<file path="config.mk">
export PLATFORM = sky130hd
export DESIGN_NAME = gb_lcd_capture
export DESIGN_NICKNAME = d
export VERILOG_FILES = /design/src/rtl/gb_lcd_capture.sv
export SDC_FILE = /design/constraint.sdc
export NUM_CORES = 1
export LEC_CHECK = 0
export ABC_AREA = 1
export CAP_MARGIN = 0
export CORE_MARGIN = 1
export CORE_UTILIZATION = 50
export CTS_BUF_LIST = sky130_fd_sc_hd__clkbuf_2 sky130_fd_sc_hd__clkbuf_4 sky130_fd_sc_hd__clkbuf_8
export CTS_CLUSTER_DIAMETER = 60
export DETAILED_ROUTE_END_ITERATION = 16
export PLACE_DENSITY = 0.81
export SETUP_SLACK_MARGIN = 0.5
export SLEW_MARGIN = 20
export SYNTH_ARGS = -nofsm -noshare
export SYNTH_HDL_FRONTEND = slang
export SYNTH_SLANG_ARGS = --single-unit
</file>
<file path="constraint.sdc">
create_clock -name GameBoy_clk -period 2.7 [get_ports GameBoy_clk]
set_input_delay 0.81 -clock GameBoy_clk [delete_from_list [all_inputs] [get_ports GameBoy_clk]]
set_output_delay 0.81 -clock GameBoy_clk [all_outputs]
set_load 0.1 [all_outputs]
</file>
<file path="src/rtl/gb_lcd_capture.sv">
// gb_lcd_capture: write side of the double-banked GameBoy LCD framebuffer.
// Turns the PPU's 160x144 2-bit pixel stream into linear framebuffer writes,
// swaps banks only when a whole frame has landed, and paints the bank with
// colour 0 whenever the LCD is switched off.
//
// Handshake note: there is no backpressure. PX_VALID qualifies LD for exactly
// the cycle it is high, and FB_WE qualifies FB_ADDR/FB_DATA for exactly the
// cycle it is high; the RAM must accept every strobe.
module gb_lcd_capture #(
    parameter int H_PIXELS = 160,
    parameter int V_PIXELS = 144,
    parameter int ADDR_W   = 15
) (
    input  logic              GameBoy_clk,
    input  logic              GameBoy_reset_n,
    input  logic [1:0]        LD,
    input  logic              PX_VALID,
    input  logic              FRAME_START,
    input  logic              LCD_EN,
    input  logic              ERR_CLR,
    output logic              FB_WE,
    output logic [ADDR_W-1:0] FB_ADDR,
    output logic [1:0]        FB_DATA,
    output logic              FB_BANK,
    output logic              DISP_BANK,
    output logic              FRAME_DONE,
    output logic              ERR_SHORT
);

    localparam int N = H_PIXELS * V_PIXELS;
    localparam logic [ADDR_W-1:0] LAST = ADDR_W'(N - 1);
    localparam logic [ADDR_W-1:0] ONE  = ADDR_W'(1);

    typedef enum logic [1:0] {
        S_IDLE    = 2'd0,
        S_CAPTURE = 2'd1,
        S_CLEAR   = 2'd2,
        S_BLANK   = 2'd3
    } state_e;

    state_e            state_q, state_d;
    logic [ADDR_W-1:0] cnt_q, cnt_d;
    logic              we_q, we_d;
    logic [ADDR_W-1:0] addr_q, addr_d;
    logic [1:0]        data_q, data_d;
    logic              bank_q, bank_d;
    logic              disp_q, disp_d;
    logic              done_q, done_d;
    logic              err_q, err_d;

    // Decode helpers produced by the next-state logic.
    logic              pix_wr;
    logic [ADDR_W-1:0] pix_addr;
    logic              swap;
    logic              short_evt;

    // Next-state, write generation, bank swap and error flag.
    always_comb begin
        state_d   = state_q;
        cnt_d     = cnt_q;
        we_d      = 1'b0;
        addr_d    = addr_q;
        data_d    = data_q;
        bank_d    = bank_q;
        disp_d    = disp_q;
        done_d    = 1'b0;
        err_d     = err_q;
        pix_wr    = 1'b0;
        pix_addr  = '0;
        swap      = 1'b0;
        short_evt = 1'b0;

        case (state_q)
            S_IDLE: begin
                if (!LCD_EN) begin
                    state_d = S_CLEAR;
                    cnt_d   = '0;
                end else if (FRAME_START) begin
                    state_d = S_CAPTURE;
                    cnt_d   = '0;
                    // A pixel riding on the start pulse is pixel 0 of the frame.
                    pix_wr  = PX_VALID;
                end
            end
            S_CAPTURE: begin
                if (!LCD_EN) begin
                    // Abandon the partial frame; the display keeps the old bank.
                    state_d = S_CLEAR;
                    cnt_d   = '0;
                end else if (FRAME_START) begin
                    // Restart in the same bank; a restart mid-frame is an error.
                    short_evt = (cnt_q != '0);
                    cnt_d     = '0;
                    pix_wr    = PX_VALID;
                end else if (PX_VALID) begin
                    pix_wr   = 1'b1;
                    pix_addr = cnt_q;
                end
            end
            S_CLEAR: begin
                // One colour-0 write per cycle regardless of the PPU inputs.
                we_d   = 1'b1;
                addr_d = cnt_q;
                data_d = 2'd0;
                if (cnt_q == LAST) begin
                    swap    = 1'b1;
                    state_d = S_BLANK;
                    cnt_d   = '0;
                end else begin
                    cnt_d = cnt_q + ONE;
                end
            end
            S_BLANK: begin
                if (LCD_EN) begin
                    state_d = S_IDLE;
                end
            end
            default: begin
                state_d = S_IDLE;
                cnt_d   = '0;
            end
        endcase

        if (pix_wr) begin
            we_d   = 1'b1;
            addr_d = pix_addr;
            data_d = LD;
            if (pix_addr == LAST) begin
                swap    = 1'b1;
                state_d = S_IDLE;
                cnt_d   = '0;
            end else begin
                state_d = S_CAPTURE;
                cnt_d   = pix_addr + ONE;
            end
        end

        if (swap) begin
            disp_d = bank_q;
            bank_d = ~bank_q;
            done_d = 1'b1;
        end

        // A new short-frame event outranks a simultaneous clear.
        if (ERR_CLR) begin
            err_d = 1'b0;
        end
        if (short_evt) begin
            err_d = 1'b1;
        end
    end

    // State and output registers; reset lands on the idle, bank-0 state at once.
    always_ff @(posedge GameBoy_clk or negedge GameBoy_reset_n) begin
        if (!GameBoy_reset_n) begin
            state_q <= S_IDLE;
            cnt_q   <= '0;
            we_q    <= 1'b0;
            addr_q  <= '0;
            data_q  <= 2'd0;
            bank_q  <= 1'b0;
            disp_q  <= 1'b1;
            done_q  <= 1'b0;
            err_q   <= 1'b0;
        end else begin
            state_q <= state_d;
            cnt_q   <= cnt_d;
            we_q    <= we_d;
            addr_q  <= addr_d;
            data_q  <= data_d;
            bank_q  <= bank_d;
            disp_q  <= disp_d;
            done_q  <= done_d;
            err_q   <= err_d;
        end
    end

    assign FB_WE      = we_q;
    assign FB_ADDR    = addr_q;
    assign FB_DATA    = data_q;
    assign FB_BANK    = bank_q;
    assign DISP_BANK  = disp_q;
    assign FRAME_DONE = done_q;
    assign ERR_SHORT  = err_q;

endmodule

</file>
==> flow_summary.toml <==
[placed_design]
dp_hpwl_mm = 6.77
gp_congestion = 0.948
dp_cells = 538
pre_cts_ws_ps = -59.8
place.port_buffers = 29

[power_and_ir_drop]
p_sw_mw = 2.49
clockPowerShare_pct = 9.9
power_density_nw_per_um2 = 1140
p_int_mw = 1.74
ir_worst_vdd_mv = 1.10
p_sw_share_pct = 58.9
seqPwrFrac_pct = 25.1
combPwrFrac_pct = 65.0
p_leak_nw = 1.75

[sta]
min_period_ps = 2120
finalSetupViolCount = 0
tns_ps = 0
final-hold-violation-count = 0
setup_slack_ps = 585
tightestPinTransition_ps = 927
finalCritPeriodShare_pct = 78.3
slew_viol_final = 0
skew_ps = 6.78
grt_setup_unrepaired = "false"
max_freq_ghz = 0.473
slew_headroom_pct = 38.2

[final_layout]
drive_gt1_share_pct = 27.3
final_core_util_pct = 66.5
num_antenna_cells = 0
syn_to_final_growth_pct = 26.4
nNetsFinal = 498
layout.cells.non_filler = 556

[critical_path]
critPathLaunchType = "input pin"
rr_worst_depth = 13
end_kind = "flop"
path_buf_inv = 4
slowest_stage = "nor3_4"
crit_arrival_ps = 2340
max_stage_delay_ps = 230
path_class = "in -> reg"
crit_top_cell = "buf_4"
cp_max_fo = 3
cp.required_ps = 2920
path_delay_family = "compound AO/OA/AOI/OAI gates"
r2r_end = "cnt_q[14]"
crit_chain = "clkdlybuf4s15_1, nand2_4, nor3_4, ha_4, buf_4, buf_4, inv_1, a21oi_1, o21ai_0, a31oi_1"
timing.rr.start = "state_q[1]"
regToRegSetupSlack_ps = 630

[grt]
grt_pass1_wl_mm = 15.2
antenna_found_initial = 0
grt_pass1_vias = 2958
overflow = 0
grt_max_degree = 40
grtUsageTotal_pct = 32.4

[logic_synthesis]
syn_nets = 433
yosysSeqAreaShare_pct = 33.3
synth_edf_count = 0
synthCells = 418
ys_warn_count = 0
ys_top_cells_by_area = "dfrtp_1 32%, nand2_1 9.0%, nor2_1 7.8%"
yosys.cell_count.top_type = "nand2_1"
netlist.area_leader.share_pct = 32.4
yosys.area.top_type = "dfrtp_1"
yosysUniqueCellTypes = 36
synth_area_um2 = 2930
postSynthAreaPerCell_um2 = 7.02
synth_common_cells = "70 x nand2_1, 61 x nor2_1, 54 x inv_1"
synth_ff_type = "dfrtp_1"
synth-async-reset-ratio_pct = 100
ys_ff_latch = 39

[drt]
detail-route-antenna-nets = 0
vias = 3116
drt_iter0_markers = 420
drc = 0
vias_per_cell = 5.60
first_pass_iters = 5
wire_per_inst_um = 16.6
routed_wl_mm = 9.23

[worst_hold_path]
whs_endpoint = "DISP_BANK"
hold_path_class = "reg -> reg"
min_from = "DISP_BANK"
whs_path_depth = 2

[outcome]
status = "completed"

[floorplan]
pin_count = 30
die_y_um = 78.6
die-area_um2 = 6180
core_area_um2 = 5570
rows = 27
start_util_pct = 52.6
die_w_um = 78.6

[clock_network]
cts_tree = "yes"
cts_made_buffers = 5
clk_pin_slew_ps = 80
root_buffer = "clkbuf_8"
clock_latency_ps = 300
cts_max_path_buffers = 2
clock_sinks = 39
htree_levels = 2

[job]
maxCapViolCount = 0
==> worst register-to-register path, delay by kind of cell (launching register included) <==
kind | cells | cell delay, ps
simple gates | 6 | 730
buf+inv | 5 | 590
flops | 1 | 420
fa+ha+maj | 1 | 170
compound gates | 1 | 60
==> registers in the layout (all words and copies together) (netlist names) <==
| register | flops |
|---|---|
| FB_BANK | 1 |
| DISP_BANK | 1 |
| cnt_q | 15 |
| FRAME_DONE | 1 |
| state_q | 2 |
| ERR_SHORT | 1 |
| FB_DATA | 2 |
| FB_ADDR | 15 |
| FB_WE | 1 |
==> cell families (layout without fill, tap and decap cells) <==
family | count (synthesis) | after routing | share of synthesized area [%]
compound gates | 65 | 65 | 12.7
xor+xnor | 10 | 10 | 2.99
fa+ha+maj | 7 | 7 | 2.99
buf+inv | 73 | 139 | 10.8
flops | 39 | 39 | 33.3
simple gates | 224 | 224 | 37.3
==> worst max path at each step <==
stage / startpoint / to / cells after the start
2_1_floorplan: FRAME_START / cnt_q[14] / 11
3_3_place_gp: FRAME_START / cnt_q[10] / 13
3_5_place_dp: FRAME_START / cnt_q[10] / 13
4_1_cts: FRAME_START / FB_BANK / 11
5_1_grt: LCD_EN / cnt_q[2] / 10
6_report: LCD_EN / cnt_q[2] / 10
==> power by group through the flow <==
stage / Clock (mW) / Combinational (mW) / Sequential, mW
floorplan: 0 / 1.15 / 1.95
global placement: 0 / 2.64 / 1.06
detailed placement: 0 / 2.67 / 1.06
CTS: 0.423 / 2.69 / 1.05
global route: 0.446 / 2.94 / 1.10
finish: 0.419 / 2.75 / 1.06
==> through the flow <==
step | power, mW | cell area, um2 | hold slack, ps
after global placement | 3.70 | 3470 | 478
after CTS | 4.17 | 3640 | 500
after floorplan | 3.11 | 2990 | 514
after global routing | 4.48 | 3710 | 528
after detailed placement | 3.73 | 3470 | 486
final | 4.23 | 3710 | 501
==> cell usage in the layout (no fill, tap or decap), types with 2 or more instances in the layout <==
master / Yosys / layout
dfrtp_1: 38 / 38
a21oi_2: 2 / 3
nand3_2: 1 / 7
nand2_1: 70 / 69
buf_4: 3 / 59
buf_2: 5 / 2
clkbuf_4: 0 / 2
clkbuf_2: 0 / 2
nor2_2: 9 / 11
clkdlybuf4s50_1: 0 / 3
buf_6: 3 / 4
a22oi_1: 2 / 2
nor2_4: 5 / 7
nor3_4: 2 / 4
nand3_1: 45 / 39
nand2_2: 6 / 6
nand2_4: 3 / 4
nor3_2: 2 / 3
nand4_1: 9 / 9
xor2_1: 8 / 8
clkbuf_8: 0 / 5
a21oi_1: 27 / 26
a31oi_1: 3 / 3
ha_4: 0 / 2
nor3_1: 8 / 5
a22o_1: 2 / 2
xnor2_1: 2 / 2
nor2_1: 61 / 57
o22ai_1: 14 / 14
o21ai_0: 13 / 12
inv_2: 4 / 5
ha_1: 7 / 5
inv_1: 54 / 52
==> layout make-up <==
cell class                 instances  area [um2]
fill                             486        1870
multi-input combinational        306        1750
sequential                        39         977
timing repair buffer              72         568
inverter                          59         229
tap                               72        90.1
clock buffer                       7        83.8
clock inverter                     1        5.00
==> layer usage <==
layer / routed length [um] / share of wire, % / GRT usage (%) / vias up
li1: - / - / - / 1503
met1: 4160 / 45 / 46.5 / 1435
met2: 4140 / 45 / 50.3 / 161
met3: 758 / 8.2 / 4.30 / 17
met4: 173 / 1.9 / 9.81 / 0
met5: 0 / 0 / 0 / -
==> timing repair <==
item | CTS | global route
gates cloned | 1 | 0
buffers inserted | 4 | 5
endpoints found under the setup margin | 33 | 15
hold buffers | 0 | 0
pin swaps | 6 | 5
resized for setup | 16 | 14
No activity file was read; power rests on OpenSTA's default activity.
